### src/rtl/wrr_arb_pkg.sv
// Shared types and helpers for the weighted round-robin timeout arbiter.
package wrr_arb_pkg;

    localparam int TMR_W = 16;

    typedef enum logic [1:0] {
        ST_IDLE = 2'd0,
        ST_WAIT = 2'd1,
        ST_DONE = 2'd2
    } state_t;

    // Modulo-n increment of a master index.
    function automatic int unsigned wrap_inc(input int unsigned idx, input int unsigned n);
        if ((idx + 32'd1) >= n) begin
            return 32'd0;
        end else begin
            return idx + 32'd1;
        end
    endfunction

endpackage

### src/rtl/wrr_timeout_arbiter_rr_pick.sv
// Rotating-priority first-one finder: first set bit of req at or after ptr, mod N.
module rr_pick #(
    parameter int N  = 3,
    parameter int SW = $clog2(N)
) (
    input  logic [N-1:0]  req,
    input  logic [SW-1:0] ptr,
    output logic          found,
    output logic [SW-1:0] idx
);

    // Walk N positions starting at ptr and latch the first request hit.
    always_comb begin : scan
        int   pos;
        logic hit;
        found = 1'b0;
        idx   = {SW{1'b0}};
        pos   = 0;
        hit   = 1'b0;
        for (int k = 0; k < N; k++) begin
            pos   = (int'(ptr) + k) % N;
            hit   = req[pos] & ~found;
            idx   = hit ? SW'(pos) : idx;
            found = found | hit;
        end
    end

endmodule

### src/rtl/wrr_timeout_arbiter.sv
// Weighted round-robin arbiter for one req/ack slave, with a watchdog that
// converts a hung slave transaction into a one-cycle error pulse.
module wrr_timeout_arbiter
    import wrr_arb_pkg::*;
#(
    parameter  int N       = 3,
    parameter  int DW      = 32,
    parameter  int WW      = 4,
    parameter  int TIMEOUT = 255,
    localparam int SW      = $clog2(N)
) (
    input  logic            clk_arb,
    input  logic            rst_n,
    input  logic [N-1:0]    m_req,
    input  logic [N*DW-1:0] m_data,
    input  logic [N*WW-1:0] cfg_weight,
    output logic [N-1:0]    m_ack,
    output logic [N-1:0]    m_err,
    output logic            s_req,
    output logic [DW-1:0]   s_data,
    output logic [SW-1:0]   s_sel,
    input  logic            s_ack,
    output logic            busy
);

    localparam logic [TMR_W-1:0] TMR_LAST = TMR_W'(TIMEOUT - 1);
    localparam logic [WW-1:0]    WT_ZERO  = {WW{1'b0}};
    localparam logic [WW-1:0]    WT_ONE   = {{(WW-1){1'b0}}, 1'b1};
    localparam logic [N-1:0]     ONEHOT0  = {{(N-1){1'b0}}, 1'b1};

    state_t           state_r, state_nxt;
    logic [SW-1:0]    ptr_r, ptr_nxt;
    logic [WW-1:0]    credit_r, credit_nxt;
    logic [TMR_W-1:0] tmr_r, tmr_nxt;
    logic [N-1:0]     m_ack_r, m_ack_nxt;
    logic [N-1:0]     m_err_r, m_err_nxt;
    logic             s_req_r, s_req_nxt;
    logic [DW-1:0]    s_data_r, s_data_nxt;
    logic [SW-1:0]    s_sel_r, s_sel_nxt;
    logic             busy_r, busy_nxt;

    logic [N-1:0]     elig_s;
    logic             pick_found_s;
    logic [SW-1:0]    pick_idx_s;
    logic [WW-1:0]    pick_weight_s;
    logic [DW-1:0]    pick_data_s;

    // A master with zero weight is invisible to the scan.
    always_comb begin
        elig_s = {N{1'b0}};
        for (int i = 0; i < N; i++) begin
            elig_s[i] = m_req[i] & (cfg_weight[i*WW +: WW] != WT_ZERO);
        end
    end

    rr_pick #(
        .N  (N),
        .SW (SW)
    ) u_pick (
        .req   (elig_s),
        .ptr   (ptr_r),
        .found (pick_found_s),
        .idx   (pick_idx_s)
    );

    // Select weight and payload of the picked master.
    always_comb begin
        pick_weight_s = WT_ZERO;
        pick_data_s   = {DW{1'b0}};
        for (int i = 0; i < N; i++) begin
            pick_weight_s = (pick_idx_s == SW'(i)) ? cfg_weight[i*WW +: WW] : pick_weight_s;
            pick_data_s   = (pick_idx_s == SW'(i)) ? m_data[i*DW +: DW]     : pick_data_s;
        end
    end

    // Next-state and next-output logic.
    always_comb begin
        state_nxt  = state_r;
        ptr_nxt    = ptr_r;
        credit_nxt = credit_r;
        tmr_nxt    = tmr_r;
        m_ack_nxt  = {N{1'b0}};
        m_err_nxt  = {N{1'b0}};
        s_req_nxt  = s_req_r;
        s_data_nxt = s_data_r;
        s_sel_nxt  = s_sel_r;
        busy_nxt   = busy_r;
        case (state_r)
            ST_IDLE: begin
                if (pick_found_s) begin
                    s_data_nxt = pick_data_s;
                    s_sel_nxt  = pick_idx_s;
                    s_req_nxt  = 1'b1;
                    busy_nxt   = 1'b1;
                    tmr_nxt    = {TMR_W{1'b0}};
                    state_nxt  = ST_WAIT;
                    // A new master (or an exhausted turn) reloads credit from the weight.
                    if ((pick_idx_s != ptr_r) || (credit_r == WT_ZERO)) begin
                        ptr_nxt    = pick_idx_s;
                        credit_nxt = pick_weight_s - WT_ONE;
                    end else begin
                        credit_nxt = credit_r - WT_ONE;
                    end
                end else begin
                    state_nxt = ST_IDLE;
                end
            end
            ST_WAIT: begin
                tmr_nxt = tmr_r + TMR_W'(1);
                if (s_ack) begin
                    s_req_nxt = 1'b0;
                    busy_nxt  = 1'b0;
                    m_ack_nxt = ONEHOT0 << s_sel_r;
                    state_nxt = ST_DONE;
                end else if (tmr_r == TMR_LAST) begin
                    s_req_nxt  = 1'b0;
                    busy_nxt   = 1'b0;
                    m_err_nxt  = ONEHOT0 << s_sel_r;
                    credit_nxt = WT_ZERO;
                    state_nxt  = ST_DONE;
                end else begin
                    state_nxt = ST_WAIT;
                end
            end
            ST_DONE: begin
                if (credit_r == WT_ZERO) begin
                    ptr_nxt = SW'(wrap_inc(32'(ptr_r), 32'(N)));
                end else begin
                    ptr_nxt = ptr_r;
                end
                state_nxt = ST_IDLE;
            end
            default: begin
                s_req_nxt = 1'b0;
                busy_nxt  = 1'b0;
                state_nxt = ST_IDLE;
            end
        endcase
    end

    // State, bookkeeping and output registers.
    always_ff @(posedge clk_arb or negedge rst_n) begin
        if (!rst_n) begin
            state_r  <= ST_IDLE;
            ptr_r    <= {SW{1'b0}};
            credit_r <= WT_ZERO;
            tmr_r    <= {TMR_W{1'b0}};
            m_ack_r  <= {N{1'b0}};
            m_err_r  <= {N{1'b0}};
            s_req_r  <= 1'b0;
            s_data_r <= {DW{1'b0}};
            s_sel_r  <= {SW{1'b0}};
            busy_r   <= 1'b0;
        end else begin
            state_r  <= state_nxt;
            ptr_r    <= ptr_nxt;
            credit_r <= credit_nxt;
            tmr_r    <= tmr_nxt;
            m_ack_r  <= m_ack_nxt;
            m_err_r  <= m_err_nxt;
            s_req_r  <= s_req_nxt;
            s_data_r <= s_data_nxt;
            s_sel_r  <= s_sel_nxt;
            busy_r   <= busy_nxt;
        end
    end

    assign m_ack  = m_ack_r;
    assign m_err  = m_err_r;
    assign s_req  = s_req_r;
    assign s_data = s_data_r;
    assign s_sel  = s_sel_r;
    assign busy   = busy_r;

endmodule

### config.mk
export PLATFORM = sky130hd
export DESIGN_NAME = wrr_timeout_arbiter
export DESIGN_NICKNAME = d
export VERILOG_FILES = /design/src/rtl/wrr_arb_pkg.sv /design/src/rtl/wrr_timeout_arbiter_rr_pick.sv /design/src/rtl/wrr_timeout_arbiter.sv
export SDC_FILE = /design/constraint.sdc
export NUM_CORES = 1
export LEC_CHECK = 0
export ABC_AREA = 1
export CAP_MARGIN = 20
export CORE_MARGIN = 2
export CORE_UTILIZATION = 35
export DETAILED_ROUTE_END_ITERATION = 10
export GPL_ROUTABILITY_DRIVEN = 1
export MAX_ROUTING_LAYER = met4
export PLACE_DENSITY = 0.73
export SLEW_MARGIN = 20
export SYNTH_ARGS = -nofsm -noshare
export SYNTH_HDL_FRONTEND = slang
export SYNTH_SLANG_ARGS = --single-unit
### constraint.sdc
create_clock -name clk_arb -period 2.5 [get_ports clk_arb]
set_input_delay 0.5 -clock clk_arb [delete_from_list [all_inputs] [get_ports clk_arb]]
set_output_delay 0.5 -clock clk_arb [all_outputs]
set_load 0.005 [all_outputs]
### Word level (Yosys, flattened, before mapping)

Index checks and enable logic that the tools add are counted.
Widths: inputs -> output; s select.

| storage, ports and cells | value |
|---|---|
| register bits | 65 |
| bits in writable memories | 0 |
| bits in read-only memories | 0 |
| bits in latches | 0 |
| memories | 0 |

| operators by class | value |
|---|---|
| reduce and logical (&&, ||, !) cells | 14 |
| div/mod/pow operators | 3 |
| order comparisons | 4 |
| shift-type cells | 1 |
| mux-type cells | 43 |
| bitwise gates (word level) | 10 |
| add/subtract/negate cells | 6 |
| multiply operators | 0 |
| eq/ne operators | 12 |

Operators by type and width:

| cell | count |
|---|---|
| $lt 32x4->1 const B | 3 |
| $mux 32 | 3 |
| $mod 32x3->32 const B | 2 |
| $mod 3x3->32 const B | 1 |
| $pmux 16 s2 | 1 |
| $mux 4 | 7 |
| $mux 2 | 9 |
| $add 16x1->16 const B | 1 |
| $eq 16x8->1 const B | 1 |
| $mux 16 | 1 |
| $mux 3 | 5 |
| $reduce_bool 4->1 | 3 |
| $mux 1 | 10 |
| $ne 2x2->1 const B | 5 |
| $pmux 2 s2 | 2 |
| $pmux 4 s2 | 1 |
| $reduce_and 4->1 | 2 |
| $sub 4x1->4 const B | 2 |
| $add 2x1->3 const B | 2 |
| $bmux 1 s2 | 3 |
| $and 1x1->1 | 5 |
| $eq 2x1->1 const B | 2 |
| $eq 2x2->1 const B | 2 |
| $logic_not 2->1 | 2 |
| other kinds (13) | 18 |

### Longest topological paths before layout

| depth | value |
|---|---|
| depth after elaboration | 19 |
| gate-level depth with buffers | 20 |
| gate-level depth less buffers | 20 |

### Hierarchy

A second synthesis with hierarchy kept.

| second synthesis, totals | value |
|---|---|
| cell total of the unflattened synthesis | 517 |
| area, all modules | 3841.2 um2 |

By module, submodules not included:

| module | area an instance (um2) | sequential area each (um2) | cells each | instances |
|---|---|---|---|---|
| wrr_timeout_arbiter | 3627.2 | 1626.6 | 473 | 1 |
| rr_pick | 214.0 | 0.0 | 44 | 1 |

### Worst setup path before layout

Ideal clock, no wire load.

| path | value |
|---|---|
| path type | register to register |
| from | register ptr_r[0] |
| to | register credit_r[2] |
| arrival time | 2274 ps |
| path slack | 86 ps |
| buffers on the path | 0 |
| clock period less this slack | 2414 ps |
| data required time | 2360 ps |
| library setup time | 140 ps |
| stages on the path, launching flop included | 18 |
| cells stage by stage | dfrtp_1 inv_1 ha_1 inv_2 nand3_1 nand3_1 nand2_2 nand3_2 nand2_1 nand3_1 nand2_1 nor2_8 nand2_8 nand2_1 nand2_2 ha_1 xnor2_1 o22ai_1 |

| on the way | value |
|---|---|
| longest elaborated chain between the ends | 18 |
| elaborated cells between the ends (all ways) | 37 |
| classes of those cells | 3 x add/sub; 3 x div; 4 x eq/ne; 18 x mux; 6 x bitwise; 3 x reduce/logical |

RTL lines:

| what | line | text |
|---|---|---|
| start: declaration | wrr_timeout_arbiter.sv:32 | `logic [SW-1:0] ptr_r, ptr_nxt;` |
| start signal: assignment | wrr_timeout_arbiter.sv:145 | `ptr_r <= {SW{1'b0}};` |
| start signal: assignment | wrr_timeout_arbiter.sv:156 | `ptr_r <= ptr_nxt;` |
| $add 2x1->3 or $mod 3x3->32 (tied branches) | wrr_timeout_arbiter_rr_pick.sv:21 | `pos = (int'(ptr) + k) % N;` |
| $mod 32x3->32 or $bmux 1 s2 (tied branches) | wrr_timeout_arbiter_rr_pick.sv:21, wrr_timeout_arbiter_rr_pick.sv:22 |  |
| $bmux 1 s2 or $mux 1 (tied branches) | wrr_timeout_arbiter_rr_pick.sv:22 | `hit = req[pos] & ~found;` |
| $mux 1 (not written as such) | wrr_timeout_arbiter_rr_pick.sv:22 |  |
| $mux 1 (not written as such) or $not 1->1 (tied branches) | wrr_timeout_arbiter_rr_pick.sv:22 |  |
| $and 1x1->1 | wrr_timeout_arbiter_rr_pick.sv:22 |  |
| $or 1x1->1 | wrr_timeout_arbiter_rr_pick.sv:24 | `found = found \| hit;` |
| $not 1->1 | wrr_timeout_arbiter_rr_pick.sv:22 |  |
| $and 1x1->1 | wrr_timeout_arbiter_rr_pick.sv:22 |  |
| $mux 2 | wrr_timeout_arbiter_rr_pick.sv:23 | `idx = hit ? SW'(pos) : idx;` |
| $logic_not 2->1 | wrr_timeout_arbiter.sv:71 | `pick_weight_s = (pick_idx_s == SW'(i)) ? cfg_weight[i*WW +: WW] : pick_weight_s;` |
| $mux 4 (3 in series) | wrr_timeout_arbiter.sv:71 |  |
| $sub 4x1->4 | wrr_timeout_arbiter.sv:100 | `credit_nxt = pick_weight_s - WT_ONE;` |
| $mux 4 | wrr_timeout_arbiter.sv:98 | `if ((pick_idx_s != ptr_r) \|\| (credit_r == WT_ZERO)) begin` |
| $mux 4 | wrr_timeout_arbiter.sv:90 | `if (pick_found_s) begin` |
| $pmux 4 s2 | wrr_timeout_arbiter.sv:88 | `case (state_r)` |
| end signal: assignment | wrr_timeout_arbiter.sv:157 | `credit_r <= credit_nxt;` |
| end: declaration | wrr_timeout_arbiter.sv:33 | `logic [WW-1:0] credit_r, credit_nxt;` |

Parallel ways exist; a longest one is shown, timed or not. The select of a mux whose other input is x is not followed.
A chain may end at the register's enable or synchronous reset.

### Final worst setup path

| path | value |
|---|---|
| from | input cfg_weight[4] |
| to | register credit_r[1] |

| on the way | value |
|---|---|
| longest elaborated chain between the ends | 19 |
| elaborated cells between the ends (all ways) | 34 |
| classes of those cells | 1 x add/sub; 4 x eq/ne; 18 x mux; 7 x bitwise; 4 x reduce/logical |

RTL lines:

| what | line | text |
|---|---|---|
| start: declaration | wrr_timeout_arbiter.sv:16 | `input logic [N*WW-1:0] cfg_weight,` |
| $reduce_bool 4->1 | wrr_timeout_arbiter.sv:52 | `elig_s[i] = m_req[i] & (cfg_weight[i*WW +: WW] != WT_ZERO);` |
| $and 1x1->1 | wrr_timeout_arbiter.sv:52 |  |
| $bmux 1 s2 | wrr_timeout_arbiter_rr_pick.sv:22 |  |
| $mux 1 (not written as such) (2 in series) | wrr_timeout_arbiter_rr_pick.sv:22 |  |
| $not 1->1 | wrr_timeout_arbiter_rr_pick.sv:22 |  |
| $and 1x1->1 | wrr_timeout_arbiter_rr_pick.sv:22 |  |
| $or 1x1->1 | wrr_timeout_arbiter_rr_pick.sv:24 |  |
| $not 1->1 | wrr_timeout_arbiter_rr_pick.sv:22 |  |
| $and 1x1->1 | wrr_timeout_arbiter_rr_pick.sv:22 |  |
| $mux 2 | wrr_timeout_arbiter_rr_pick.sv:23 |  |
| $logic_not 2->1 | wrr_timeout_arbiter.sv:71 |  |
| $mux 4 (3 in series) | wrr_timeout_arbiter.sv:71 |  |
| $sub 4x1->4 | wrr_timeout_arbiter.sv:100 |  |
| $mux 4 | wrr_timeout_arbiter.sv:98 |  |
| $mux 4 | wrr_timeout_arbiter.sv:90 |  |
| $pmux 4 s2 | wrr_timeout_arbiter.sv:88 |  |

Parallel ways exist; a longest one is shown, timed or not. The select of a mux whose other input is x is not followed.

==> reports/summary.txt <==
Worst-Skew Late Latency: 340 ps
final worst path period share: 99.86%
Seq/Total Area, Yosys: 41.95%
mux cell area share after synthesis: 0%
Layout Skew: 9.193 ps
Cells after Synth: 494
first-pass GRT wire length: 18,500 um
area share of the largest cell type after synthesis: 41.95%
final weighted congestion in routability-driven placement: 0.8517
main combinational cell family by area after synthesis: simple AND/OR/NAND/NOR gates
Peak VDD IR: 0.0008513 V
starting DRC count in detailed routing: 236
# DRC: 0
Critical Path AT: 2760 ps
GRT Overall Usage: 20.45%
Final Max Slew Viols: 0
critical path's most frequent cell: nand2_2
cell taking the most area after synthesis: dfrtp_1
Avg Vias per Cell: 5.066
status: completed
Total Wirelength: 12,270 um
largest cells by area after synthesis: dfrtp_1 42%, nand2_1 8.9%, o21ai_0 5.3%, inv_1 4.8%, nor2_1 4.0%
Die W: 109.3 um
Max-Cap Viols: 0
Core Util, Final: 58.76%
Reg clk slew, reported paths: 70 ps
Slew Limit Headroom: 47.86%
First-pass DRT Iterations: 4
clock root buffer: clkbuf_8
H-tree depth: 3
crit-path cells: clkdlybuf4s50_1, nor2_2, nand2_2, nand2_1, inv_2, nand2_1, o21ai_0, nand4_1, nand3_1, nand2_2, nor2_8, nand3_1, nand2_2, ha_2, o22ai_1
Mapped Area: 0.003877 mm2
critical path launch point type: input pin
Ant. Diodes: 0
initial antenna violation count: 0
Seq cells post-synth: 65
Syn Nets: 615
Post-synth top flop: dfrtp_1
layout cells sized above 1: 20.29%
worst path buffer plus inverter count: 2
total grt overflow: 0
number of synthesized flops with an enable pin: 0
Peak Freq: 400.6 MHz
Worst Tran Pin Value: 782.2 ps
Die Y: 109.3 um
Sequential cell area: 0.001627 mm2
Layout area overhead: 64.28%
PwrDens: 1443 mW/mm2
delay-heaviest family, CP: simple AND/OR/NAND/NOR gates
drt wl/cell: 14.79 um
worst endpoint required time: 2760 ps
unrepaired setup endpoints after global routing: yes
maximum buffer depth of the clock tree: 2
min Tclk post-route: 2497 ps
Nets: 806
Final Hold Fails: 0
CTS sink cnt: 65
Worst Hold Class: in2async
hold-fix buffers at CTS: 0
number of fill cells: 956
# rows: 38
CP max stage delay: 500 ps
CP endpoint kind: flop
die footprint: 0.01194 mm2
Crit Path Category: in2reg
asr flop ratio synth: 100.0%
CTS tree: yes
Initial Util: 35.77%
Ys Warns: 0
Post-Synth XOR/XNOR Area: 0.4518%
largest net degree at the start of global routing: 68
total core area: 0.01084 mm2
Crit-path slowest cell: clkdlybuf4s50_1
vias: 4,205
# setup viols final: 0
static leakage power: 2.835 nW
IO Count: 156
Max Fanout on Critical Path: 6
vias in the first global route: 4,009
setup_tns: 0 ps
total CTS buffers: 9
top cells by instance count after synthesis: 92 x nand2_1, 65 x dfrtp_1, 50 x inv_1
ANT nets after route: 0
post-synthesis simple-gate area fraction: 27.11%
Compound-Gate Fraction of Synth Area: 20.26%
Post-Synth Adder-Cell Area: 2.259%
multi-input logic area: 0.002153 mm2
port bufs: 155
Cell variety after synth: 37
count leader, synth: nand2_1
Mean Syn Cell Area: 7.849 um2
detailed placement HPWL: 9169 um
## sequential cells by signal, indices dropped and copies added (netlist names)
signal,count
m_err,3
credit_r,4
busy,1
tmr_r,16
s_sel,2
ptr_r,2
m_ack,3
state_r,2
s_data,32
## cells by family after synthesis
kind of cell,after synthesis
buf+inv,78
xor+xnor,2
flops,65
fa+ha+maj,7
compound gates,125
simple gates,217
## placed cells by master, fill, tap and decap left out, types with 6 or more instances in the layout
master | Yosys | final
nor3_1 | 7 | 7
a22o_1 | 15 | 15
dlymetal6s2s_1 | 0 | 7
a21oi_2 | 0 | 10
nor2_1 | 41 | 38
a221oi_1 | 17 | 15
nor4_1 | 6 | 6
nand3_1 | 30 | 25
nand2_4 | 3 | 9
o22ai_1 | 8 | 8
buf_4 | 2 | 35
nand3_2 | 3 | 7
nor2_2 | 6 | 8
inv_2 | 9 | 8
dfrtp_1 | 65 | 65
a21oi_1 | 27 | 17
o21ai_0 | 41 | 35
nand4_1 | 8 | 8
inv_1 | 50 | 48
nand2_1 | 92 | 84
clkbuf_8 | 0 | 10
o21ai_1 | 12 | 17
clkdlybuf4s50_1 | 0 | 147
buf_12 | 0 | 7
nand2_2 | 13 | 15
## cell type report
cell class / count / area share [%]
tap: 140 / 2.750
clock buffer: 11 / 2.220
clock inverter: 5 / 0.8643
timing repair buffer: 199 / 31.23
multi-input combinational: 351 / 33.80
sequential: 65 / 25.54
inverter: 59 / 3.595
## what timing repair did
action | 4_1_cts | 5_1_grt
cloned | 0 | 0
gates resized for setup | 6 | 59
endpoints found under the setup margin | 6 | 27
pin swaps | 2 | 30
setup buffers | 4 | 7
## per-stage QoR
step | std cells | power (mW) | hold slack [ps] | setup slack, ps | instance area, um2
2_1_floorplan | 494 | 5.105 | 204.4 | 85.74 | 3877
3_3_place_gp | 803 | 7.387 | 465.3 | -278.7 | 5842
3_5_place_dp | 803 | 7.570 | 472.8 | -379.3 | 5842
4_1_cts | 823 | 8.611 | 251.0 | 2.281 | 6106
5_1_grt | 830 | 9.947 | 284.6 | -135.8 | 6370
6_report | 830 | 9.195 | 241.7 | 3.468 | 6370
## report_power, final
group / switching (mW) / internal (mW)
logic: 3.46 / 3.10
registers: 0.279 / 1.47
clock network: 0.403 / 0.484
total: 4.14 / 5.06
## metal layers
metal	GRT usage, %	part of all wire, %	vias to the layer above
met5	-	0	-
li1	-	-	2073
met1	24.13	40	1991
met2	34.56	53	127
met3	4.244	4.9	14
met4	7.324	1.5	0
## path summary, 6_finish.rpt
kind | start | cells past startpoint | slack (ps) | to
hold / removal | rst_n | 1 | 240 | tmr_r[9]$_DFFE_PN0P_
max in group asynchronous | rst_n | 2 | 1640 | s_data[5]$_DFFE_PN0P_
hold reg to reg | s_data[20]$_DFFE_PN0P_ | 2 | 490 | s_data[20]$_DFFE_PN0P_
min in group clk_arb | s_data[20]$_DFFE_PN0P_ | 2 | 490 | s_data[20]$_DFFE_PN0P_
setup reg to reg | ptr_r[1]$_DFFE_PN0P_ | 14 | 10 | credit_r[1]$_DFFE_PN0P_
setup / recovery | cfg_weight[4] | 15 | 3 | credit_r[1]$_DFFE_PN0P_
(Power assumes the default switching activity.)
